===== src/rtl/run_ctrl.sv =====
// run_ctrl: run-control sequencer for the single-cycle computer.
//
// Produces one execute-enable (cpu_en_o) that the top level ANDs into every
// architectural state update. Accepts HALT/RUN/STEP/SET_BP commands over a
// valid/ready port. Supports N-instruction stepping, one PC breakpoint, and
// an executed-cycle counter.
//
// Ports:
//   clk_i          system clock, rising edge
//   rst_i          synchronous active-high reset
//   cmd_valid_i    command present
//   cmd_ready_o    command accepted when cmd_valid_i && cmd_ready_o
//   cmd_op_i       00 HALT, 01 RUN, 10 STEP, 11 SET_BP
//   cmd_arg_i      STEP: count; SET_BP: [PC_W-1:0] address, [PC_W] enable
//   pc_i           current PC of the computer
//   cpu_en_o       execute-enable for the current cycle
//   state_o        00 HALTED, 01 RUNNING, 10 STEPPING
//   bp_hit_o       one-cycle pulse: stopped by the breakpoint
//   done_o         one-cycle pulse: step count exhausted
//   cmd_err_o      one-cycle pulse: accepted command was dropped
//   cycle_count_o  cycles with cpu_en_o=1 since reset (wraps)
module run_ctrl #(
    parameter int unsigned PC_W  = 8,
    parameter int unsigned CNT_W = 16
) (
    input  logic             clk_i,
    input  logic             rst_i,
    input  logic             cmd_valid_i,
    output logic             cmd_ready_o,
    input  logic [1:0]       cmd_op_i,
    input  logic [CNT_W-1:0] cmd_arg_i,
    input  logic [PC_W-1:0]  pc_i,
    output logic             cpu_en_o,
    output logic [1:0]       state_o,
    output logic             bp_hit_o,
    output logic             done_o,
    output logic             cmd_err_o,
    output logic [CNT_W-1:0] cycle_count_o
);

    typedef enum logic [1:0] {
        StHalted   = 2'b00,
        StRunning  = 2'b01,
        StStepping = 2'b10
    } state_e;

    localparam logic [1:0] OpHalt  = 2'b00;
    localparam logic [1:0] OpRun   = 2'b01;
    localparam logic [1:0] OpStep  = 2'b10;
    localparam logic [1:0] OpSetBp = 2'b11;

    localparam logic [CNT_W-1:0] CntOne = CNT_W'(1);

    state_e            state_q, state_d;
    logic [PC_W-1:0]   bp_addr_q, bp_addr_d;
    logic              bp_en_q, bp_en_d;
    logic [CNT_W-1:0]  steps_q, steps_d;
    logic              skip_q, skip_d;
    logic [CNT_W-1:0]  cycle_cnt_q, cycle_cnt_d;
    logic              bp_hit_q, bp_hit_d;
    logic              done_q, done_d;
    logic              cmd_err_q, cmd_err_d;

    logic active;
    logic bp_match;
    logic cmd_acc;

    assign active   = (state_q == StRunning) || (state_q == StStepping);
    // Skip flag masks the breakpoint for the first enabled cycle after a
    // resume, so execution can leave a breakpoint address.
    assign bp_match = bp_en_q && (pc_i == bp_addr_q) && !skip_q;

    assign cmd_ready_o = !rst_i;
    assign cmd_acc     = cmd_valid_i && cmd_ready_o;

    // Depends only on registered state and pc_i, never on command inputs.
    assign cpu_en_o = !rst_i && active && !bp_match;

    always_comb begin
        state_d     = state_q;
        bp_addr_d   = bp_addr_q;
        bp_en_d     = bp_en_q;
        steps_d     = steps_q;
        skip_d      = skip_q;
        cycle_cnt_d = cycle_cnt_q;
        bp_hit_d    = 1'b0;
        done_d      = 1'b0;
        cmd_err_d   = 1'b0;

        // Execution bookkeeping for the current cycle.
        if (active && bp_match) begin
            state_d  = StHalted;
            steps_d  = '0;
            bp_hit_d = 1'b1;
        end else if (cpu_en_o) begin
            cycle_cnt_d = cycle_cnt_q + CntOne;
            skip_d      = 1'b0;
            if (state_q == StStepping) begin
                steps_d = steps_q - CntOne;
                if (steps_q == CntOne) begin
                    state_d = StHalted;
                    done_d  = 1'b1;
                end
            end
        end

        // Commands. RUN/STEP only act from HALTED, where nothing above fires,
        // so the two sections never fight over the same registers.
        if (cmd_acc) begin
            unique case (cmd_op_i)
                OpHalt: begin
                    if (active) begin
                        state_d = StHalted;
                        steps_d = '0;
                    end
                end
                OpRun: begin
                    if (state_q == StHalted) begin
                        state_d = StRunning;
                        skip_d  = 1'b1;
                    end else begin
                        cmd_err_d = 1'b1;
                    end
                end
                OpStep: begin
                    if (state_q == StHalted && cmd_arg_i != '0) begin
                        state_d = StStepping;
                        steps_d = cmd_arg_i;
                        skip_d  = 1'b1;
                    end else begin
                        cmd_err_d = 1'b1;
                    end
                end
                OpSetBp: begin
                    bp_addr_d = cmd_arg_i[PC_W-1:0];
                    bp_en_d   = cmd_arg_i[PC_W];
                end
                default: ;
            endcase
        end
    end

    always_ff @(posedge clk_i) begin
        if (rst_i) begin
            state_q     <= StHalted;
            bp_addr_q   <= '0;
            bp_en_q     <= 1'b0;
            steps_q     <= '0;
            skip_q      <= 1'b0;
            cycle_cnt_q <= '0;
            bp_hit_q    <= 1'b0;
            done_q      <= 1'b0;
            cmd_err_q   <= 1'b0;
        end else begin
            state_q     <= state_d;
            bp_addr_q   <= bp_addr_d;
            bp_en_q     <= bp_en_d;
            steps_q     <= steps_d;
            skip_q      <= skip_d;
            cycle_cnt_q <= cycle_cnt_d;
            bp_hit_q    <= bp_hit_d;
            done_q      <= done_d;
            cmd_err_q   <= cmd_err_d;
        end
    end

    assign state_o       = state_q;
    assign bp_hit_o      = bp_hit_q;
    assign done_o        = done_q;
    assign cmd_err_o     = cmd_err_q;
    assign cycle_count_o = cycle_cnt_q;

endmodule

===== config.mk =====
export PLATFORM = sky130hd
export DESIGN_NAME = run_ctrl
export DESIGN_NICKNAME = d
export VERILOG_FILES = /design/src/rtl/run_ctrl.sv
export SDC_FILE = /design/constraint.sdc
export NUM_CORES = 1
export LEC_CHECK = 0
export ABC_AREA = 1
export CAP_MARGIN = 20
export CORE_MARGIN = 4
export CORE_UTILIZATION = 29
export DETAILED_ROUTE_END_ITERATION = 6
export PLACE_DENSITY_LB_ADDON = 0.1
export SLEW_MARGIN = 25
export SYNTH_ARGS = -nofsm -noshare
export SYNTH_HDL_FRONTEND = slang
export SYNTH_SLANG_ARGS = --single-unit

===== constraint.sdc =====
create_clock -name clk_i -period 2.17 [get_ports clk_i]
set_input_delay 0.651 -clock clk_i [delete_from_list [all_inputs] [get_ports clk_i]]
set_output_delay 0.651 -clock clk_i [all_outputs]
set_load 0.02 [all_outputs]

==> impl_metrics.toml, run 1 <==
[detailed_routing]
first_pass_iters = 4
avgRoutedWirePerCell_um = 12.5
ant_nets = 0
drc = 0
routed_wl_um = 8930
first_iter_violations = 132
vias_per_cell = 4.51
vias = 3231

[sta]
tightest_slew_ps = 454
finalSetupViolations = 0
timing.fmax_mhz = 477
maxSlewHeadroom = 0.698
finClkSkew_ps = 13.7
hold-worst-slack_ps = 483
hold_violations = 0
period_share = 0.966
slew_viol_final = 0
min_period_ps = 2100
rsz0062_at_grt = "false"

[critical_path]
end_kind = "output port"
slowest_stage = "dfxtp_2"
cp-start-kind = "register"
crit_chain = "inv_1 -> ha_4 -> inv_2 -> nor2_4 -> inv_2 -> nor2_4 -> buf_6"
max_stage_delay_ps = 330
arrival_ps = 1440
critPathKind = "reg -> out"
worstPathMaxFanout = 2
crit_required_ps = 1520

[die]
core-area_um2 = 10900
boundaryPins = 52
die_area_um2 = 12900
dieWidth_um = 113
start_util = 0.296
fp.dieH_um = 113
row_count = 38

[global_routing]
grt_max_degree = 38
grt-ovfl-total = 0
grt_pass1_vias = 3233
grt.total_usage = 0.143
grt_pass1_wl_um = 15100
antenna_found_initial = 0

[flow_run]
cap_viol_max_count = 0

[place]
dp_hpwl_um = 7020
port_buffers = 51
gp_congestion = 0.866

[finish]
area_growth_pct = 36.8
fillers = 1145
diodes = 0
fin_nets = 614
drive_above_1_share = 0.264

[yosys]
synth_common_cells = "149 x nand2_1, 54 x inv_1, 47 x dfxtp_1"
synth_area_leaders = "dfxtp_1 29%, nand2_1 17%, inv_1 6.3%, nor2_1 5.0%, ha_1 3.9%"
synth_flop_cell = "dfxtp_1"
synth.net_count = 519
yosys.area.top_type_share = 0.292
async_flop_share = 0
postSynthAreaPerCell_um2 = 6.72
yosysTopAreaCell = "dfxtp_1"
synth-edff-count = 0
ys_types = 42
syn-cell-area_um2 = 3230
synth_most_common_cell = "nand2_1"
ys_ff_latch = 47
yosysWarningCount = 0
ys_seq_area_frac = 0.292
syn_inst = 480

[power]
fin_total_pwr_uw = 2040
p_leak_uw = 0.00191
power.density_nw_per_um2 = 463
vdd_drop_max_mv = 0.246

[cts]
clkTransAtPathRegs_ps = 100
clk_path_buf_depth = 2
cts_inserted_buffers = 5
htree_num_levels = 2
clock_latency_ps = 310
hold_buffers = 0
cts_tree = "yes"
cts_root_buf = "clkbuf_8"
clock-sinks = 47

[status]
outcome = "finished clean"

[worst_hold_path]
hp-class = "reg -> reg"
[registers in the layout, summed over array words and instances (netlist names)]
| signal | cells |
|---|---|
| cycle_count_o | 16 |
| cmd_err_o | 1 |
| done_o | 1 |
| state_o | 2 |
| bp_en_q | 1 |
| steps_q | 16 |
| bp_hit_o | 1 |
| bp_addr_q | 8 |
| skip_q | 1 |
[layout make-up]
cell class                 instances  area, µm²  area share
multi-input combinational        355       2030       0.460
clock buffer                       5       68.8      0.0156
sequential                        47        945       0.214
inverter                          64        248      0.0561
clock inverter                     3       43.8     0.00992
timing repair buffer             102        905       0.205
tap                              140        175      0.0397
[layout by cell type, fill, tap and decap left out, types with 3 or more instances in the layout]
cell / netlist / layout
buf_4: 2 / 47
nand3_1: 14 / 13
inv_2: 7 / 11
dfxtp_2: 0 / 3
o31ai_1: 9 / 9
o211ai_2: 3 / 3
clkdlybuf4s50_1: 0 / 39
nand2_1: 149 / 137
o211ai_1: 3 / 3
nor2_1: 43 / 38
ha_1: 10 / 9
nand3_2: 12 / 13
inv_1: 54 / 50
a21oi_1: 18 / 18
a21oi_2: 13 / 13
dfxtp_1: 47 / 44
o21ai_0: 17 / 17
nand4_1: 13 / 13
buf_6: 3 / 3
nor3_1: 7 / 7
nand2_2: 8 / 20
nor2_2: 6 / 6
nor2_4: 1 / 6
xor2_1: 12 / 12
clkbuf_2: 0 / 5
buf_12: 1 / 3
clkbuf_8: 0 / 5
[through the flow]
| step | utilization | instances | cell area, µm² | setup WS [ps] | TNS [ps] |
|---|---|---|---|---|---|
| after floorplan | - | 480 | 3230 | 66.3 | 0 |
| after global placement | 0.389 | 708 | 4230 | -788 | -14500 |
| after detailed placement | 0.389 | 708 | 4230 | -796 | -14580 |
| after CTS | 0.401 | 716 | 4370 | -86.8 | -95.2 |
| after global routing | 0.405 | 716 | 4410 | 1.75 | 0 |
| final | 0.405 | 716 | 4410 | 74.5 | 0 |
[power breakdown]
| part | switching [µW] | internal (µW) | total [µW] |
|---|---|---|---|
| sequential | 24.0 | 884 | 908 |
| clock | 338 | 344 | 682 |
| combinational | 246 | 207 | 453 |
| total | 608 | 1440 | 2040 |
[path summary, 6_finish.rpt]
kind | cells after the start | startpoint | to | slack [ps]
max | 7 | state_o[0]$_SDFF_PP0_ | cpu_en_o | 70
min | 2 | bp_addr_q[4]$_SDFFE_PP0P_ | bp_addr_q[4]$_SDFFE_PP0P_ | 480
max reg2reg | 11 | state_o[0]$_SDFF_PP0_ | cycle_count_o[9]$_SDFFE_PP0P_ | 230
min reg2reg | 2 | bp_addr_q[4]$_SDFFE_PP0P_ | bp_addr_q[4]$_SDFFE_PP0P_ | 480
[routing by layer]
| metal | up-vias | routed length, µm | track usage | part of all wire |
|---|---|---|---|---|
| met1 | 1446 | 4490 | 0.192 | 0.50 |
| met5 | - | 0 | 0 | 0 |
| li1 | 1728 | - | - | - |
| met3 | 10 | 228 | 0.0196 | 0.026 |
| met4 | 0 | 97 | 0.0337 | 0.011 |
| met2 | 47 | 4120 | 0.242 | 0.46 |
[worst max-delay path, delay by kind of cell (launching register included)]
| family | cells | cell delay [ps] |
|---|---|---|
| DFF | 1 | 330 |
| buffers and inverters | 4 | 310 |
| and+or+nand+nor | 2 | 220 |
| adders and majority gates | 1 | 270 |
[what timing repair did]
| item | CTS | global route |
|---|---|---|
| endpoints found under the setup margin | 20 | 29 |
| pin swaps | 9 | 13 |
| gates resized for setup | 33 | 39 |
| buffers inserted | 0 | 0 |
[kinds of logic after synthesis]
kind of cell               share of synthesized area
AOI/OAI and AO/OA                              0.140
xor gates and xnor gates                      0.0380
adders and majority gates                     0.0388
buffers and inverters                          0.107
DFF                                            0.292
muxes                                        0.00310
and+or+nand+nor                                0.381
(Power assumes the default switching activity.)
==> run 2: changes to the inputs <==
--- a/config.mk
+++ b/config.mk
@@ -6,7 +6,7 @@
 export NUM_CORES = 1
 export LEC_CHECK = 0
 export ABC_AREA = 1
-export CAP_MARGIN = 20
+export CORE_ASPECT_RATIO = 1.75
 export CORE_MARGIN = 4
 export CORE_UTILIZATION = 29
 export DETAILED_ROUTE_END_ITERATION = 6
==> run 2 against run 1 <==
Flip-flop and latch count did not move. Clock power up 36%. Clock skew is 1.4 ps lower. Via count is 3.3% higher. Largest power group is now clock. Highest routed layer unchanged.
==> impl_metrics.toml, run 2 (synthesis gave the netlist of run 1 again) <==
[power]
power.density_nw_per_um2 = 517
p_leak_uw = 0.00194
vdd_drop_max_mv = 0.333

[sta]
maxSlewHeadroom = 0.705
hold-worst-slack_ps = 477
finalSetupViolations = 0
tightest_slew_ps = 442
slew_viol_final = 0
hold_violations = 0
period_share = 0.964
finClkSkew_ps = 12.3
timing.fmax_mhz = 478
min_period_ps = 2090
fin_setup_tns_ps = 0

[cts]
clock_latency_ps = 300
cts_tree = "yes"
cts_root_buf = "clkbuf_16"
cts_inserted_buffers = 5
htree_num_levels = 2
clock-sinks = 47
clk_path_buf_depth = 2
clkTransAtPathRegs_ps = 70

[detailed_routing]
first_iter_violations = 137
ant_nets = 0
routed_wl_um = 9480
vias = 3339
avgRoutedWirePerCell_um = 13.4
vias_per_cell = 4.71
drc = 0
first_pass_iters = 4

[finish]
area_growth_pct = 37.1
drive_above_1_share = 0.244
layout_commonest_cell = "nand2_1"
final_cell_mix = "146 x nand2_1, 50 x inv_1, 50 x buf_4"
diodes = 0
fin_nets = 617
final_cell_count_no_fill = 709

[critical_path]
end_kind = "output port"
worstPathMaxFanout = 2
crit_start = "state_o[0]$_SDFF_PP0_"
slowest_stage = "dfxtp_2"
crit_chain = "inv_1 -> ha_4 -> inv_2 -> nor2_4 -> inv_2 -> nor2_4 -> buf_6"
arrival_ps = 1440
worstReg2RegStart = "state_o[0]$_SDFF_PP0_"
critPathKind = "reg -> out"
cp-start-kind = "register"
max_stage_delay_ps = 320
crit_required_ps = 1520

[place]
dp.cells = 700
dp_hpwl_um = 7490
port_buffers = 51
gp_congestion = 0.833

[die]
boundaryPins = 52
row_count = 50
fp.dieH_um = 148
start_util = 0.298
die_area_um2 = 12900
dieWidth_um = 87.7
core-area_um2 = 10800

[worst_hold_path]
hp-class = "reg -> reg"
min_from = "cycle_count_o[4]$_SDFFE_PP0P_"

[status]
outcome = "finished clean"

[global_routing]
grt_max_degree = 38
grt.total_usage = 0.153
grt_pass1_vias = 3366
grt_pass1_wl_um = 15600
antenna_found_initial = 0
grt-ovfl-total = 0

[flow_run]
cap_viol_max_count = 0
==> run 2: cell types whose count changed in the layout (fill, tap and decap cells not counted), sizes merged <==
cell	before	now
buf	55	61
clkbuf	10	9
clkdlybuf4s15	1	0
clkinv	4	3
==> run 2: report_power, final <==
part           leakage, µW  internal, µW  switching [µW]  total (µW)
combinational      0.00148           207             246         453
clock            0.0000868           574             351         925
sequential        0.000381           884            23.5         908
==> run 2: worst max-delay path, delay by kind of cell (launching register included) <==
family,cells,cell delay [ps]
flops,1,320
buf+inv,4,300
fa+ha+maj,1,280
simple gates,2,230
==> run 2: worst paths after layout <==
| path | depth (start not counted) | endpoint | slack [ps] |
|---|---|---|---|
| max | 7 | cpu_en_o | 80 |
| min | 2 | cycle_count_o[4]$_SDFFE_PP0P_ | 480 |
| max reg2reg | 8 | steps_q[2]$_SDFF_PP0_ | 200 |
| min reg2reg | 2 | cycle_count_o[4]$_SDFFE_PP0P_ | 480 |
==> run 2: metrics by stage <==
step,instance area [µm²],util,setup WS [ps],power (µW)
after CTS,4420,0.408,2.23,2320
after global placement,4230,0.391,-729,1380
after floorplan,3230,-,66.3,1190
final,4420,0.409,78.8,2290
after detailed placement,4230,0.391,-734,1390
after global routing,4420,0.409,-4.59,2400
==> run 2: routing by layer <==
| layer | global-route usage | routed length, µm | vias to the layer above |
|---|---|---|---|
| met5 | 0 | 0 | - |
| met4 | 0.0607 | 248 | 0 |
| met3 | 0.0212 | 311 | 19 |
| met2 | 0.298 | 5350 | 63 |
| met1 | 0.155 | 3570 | 1521 |
| li1 | - | - | 1736 |
==> run 2: cell type report <==
| class | instances | area (µm²) |
|---|---|---|
| Inverter | 64 | 248 |
| Tap cell | 130 | 163 |
| Timing Repair Buffer | 105 | 923 |
| Multi-Input combinational cell | 355 | 1970 |
| Clock inverter | 2 | 35.0 |
| Sequential cell | 47 | 943 |
| Clock buffer | 6 | 139 |
| Fill cell | 1181 | 6400 |
==> run 2: timing repair <==
item                       in CTS  in global routing
setup endpoints to repair      30                 20
pin swaps                      14                  9
hold buffers                    0                  0
buffers inserted                1                  0
resized for setup              44                 14
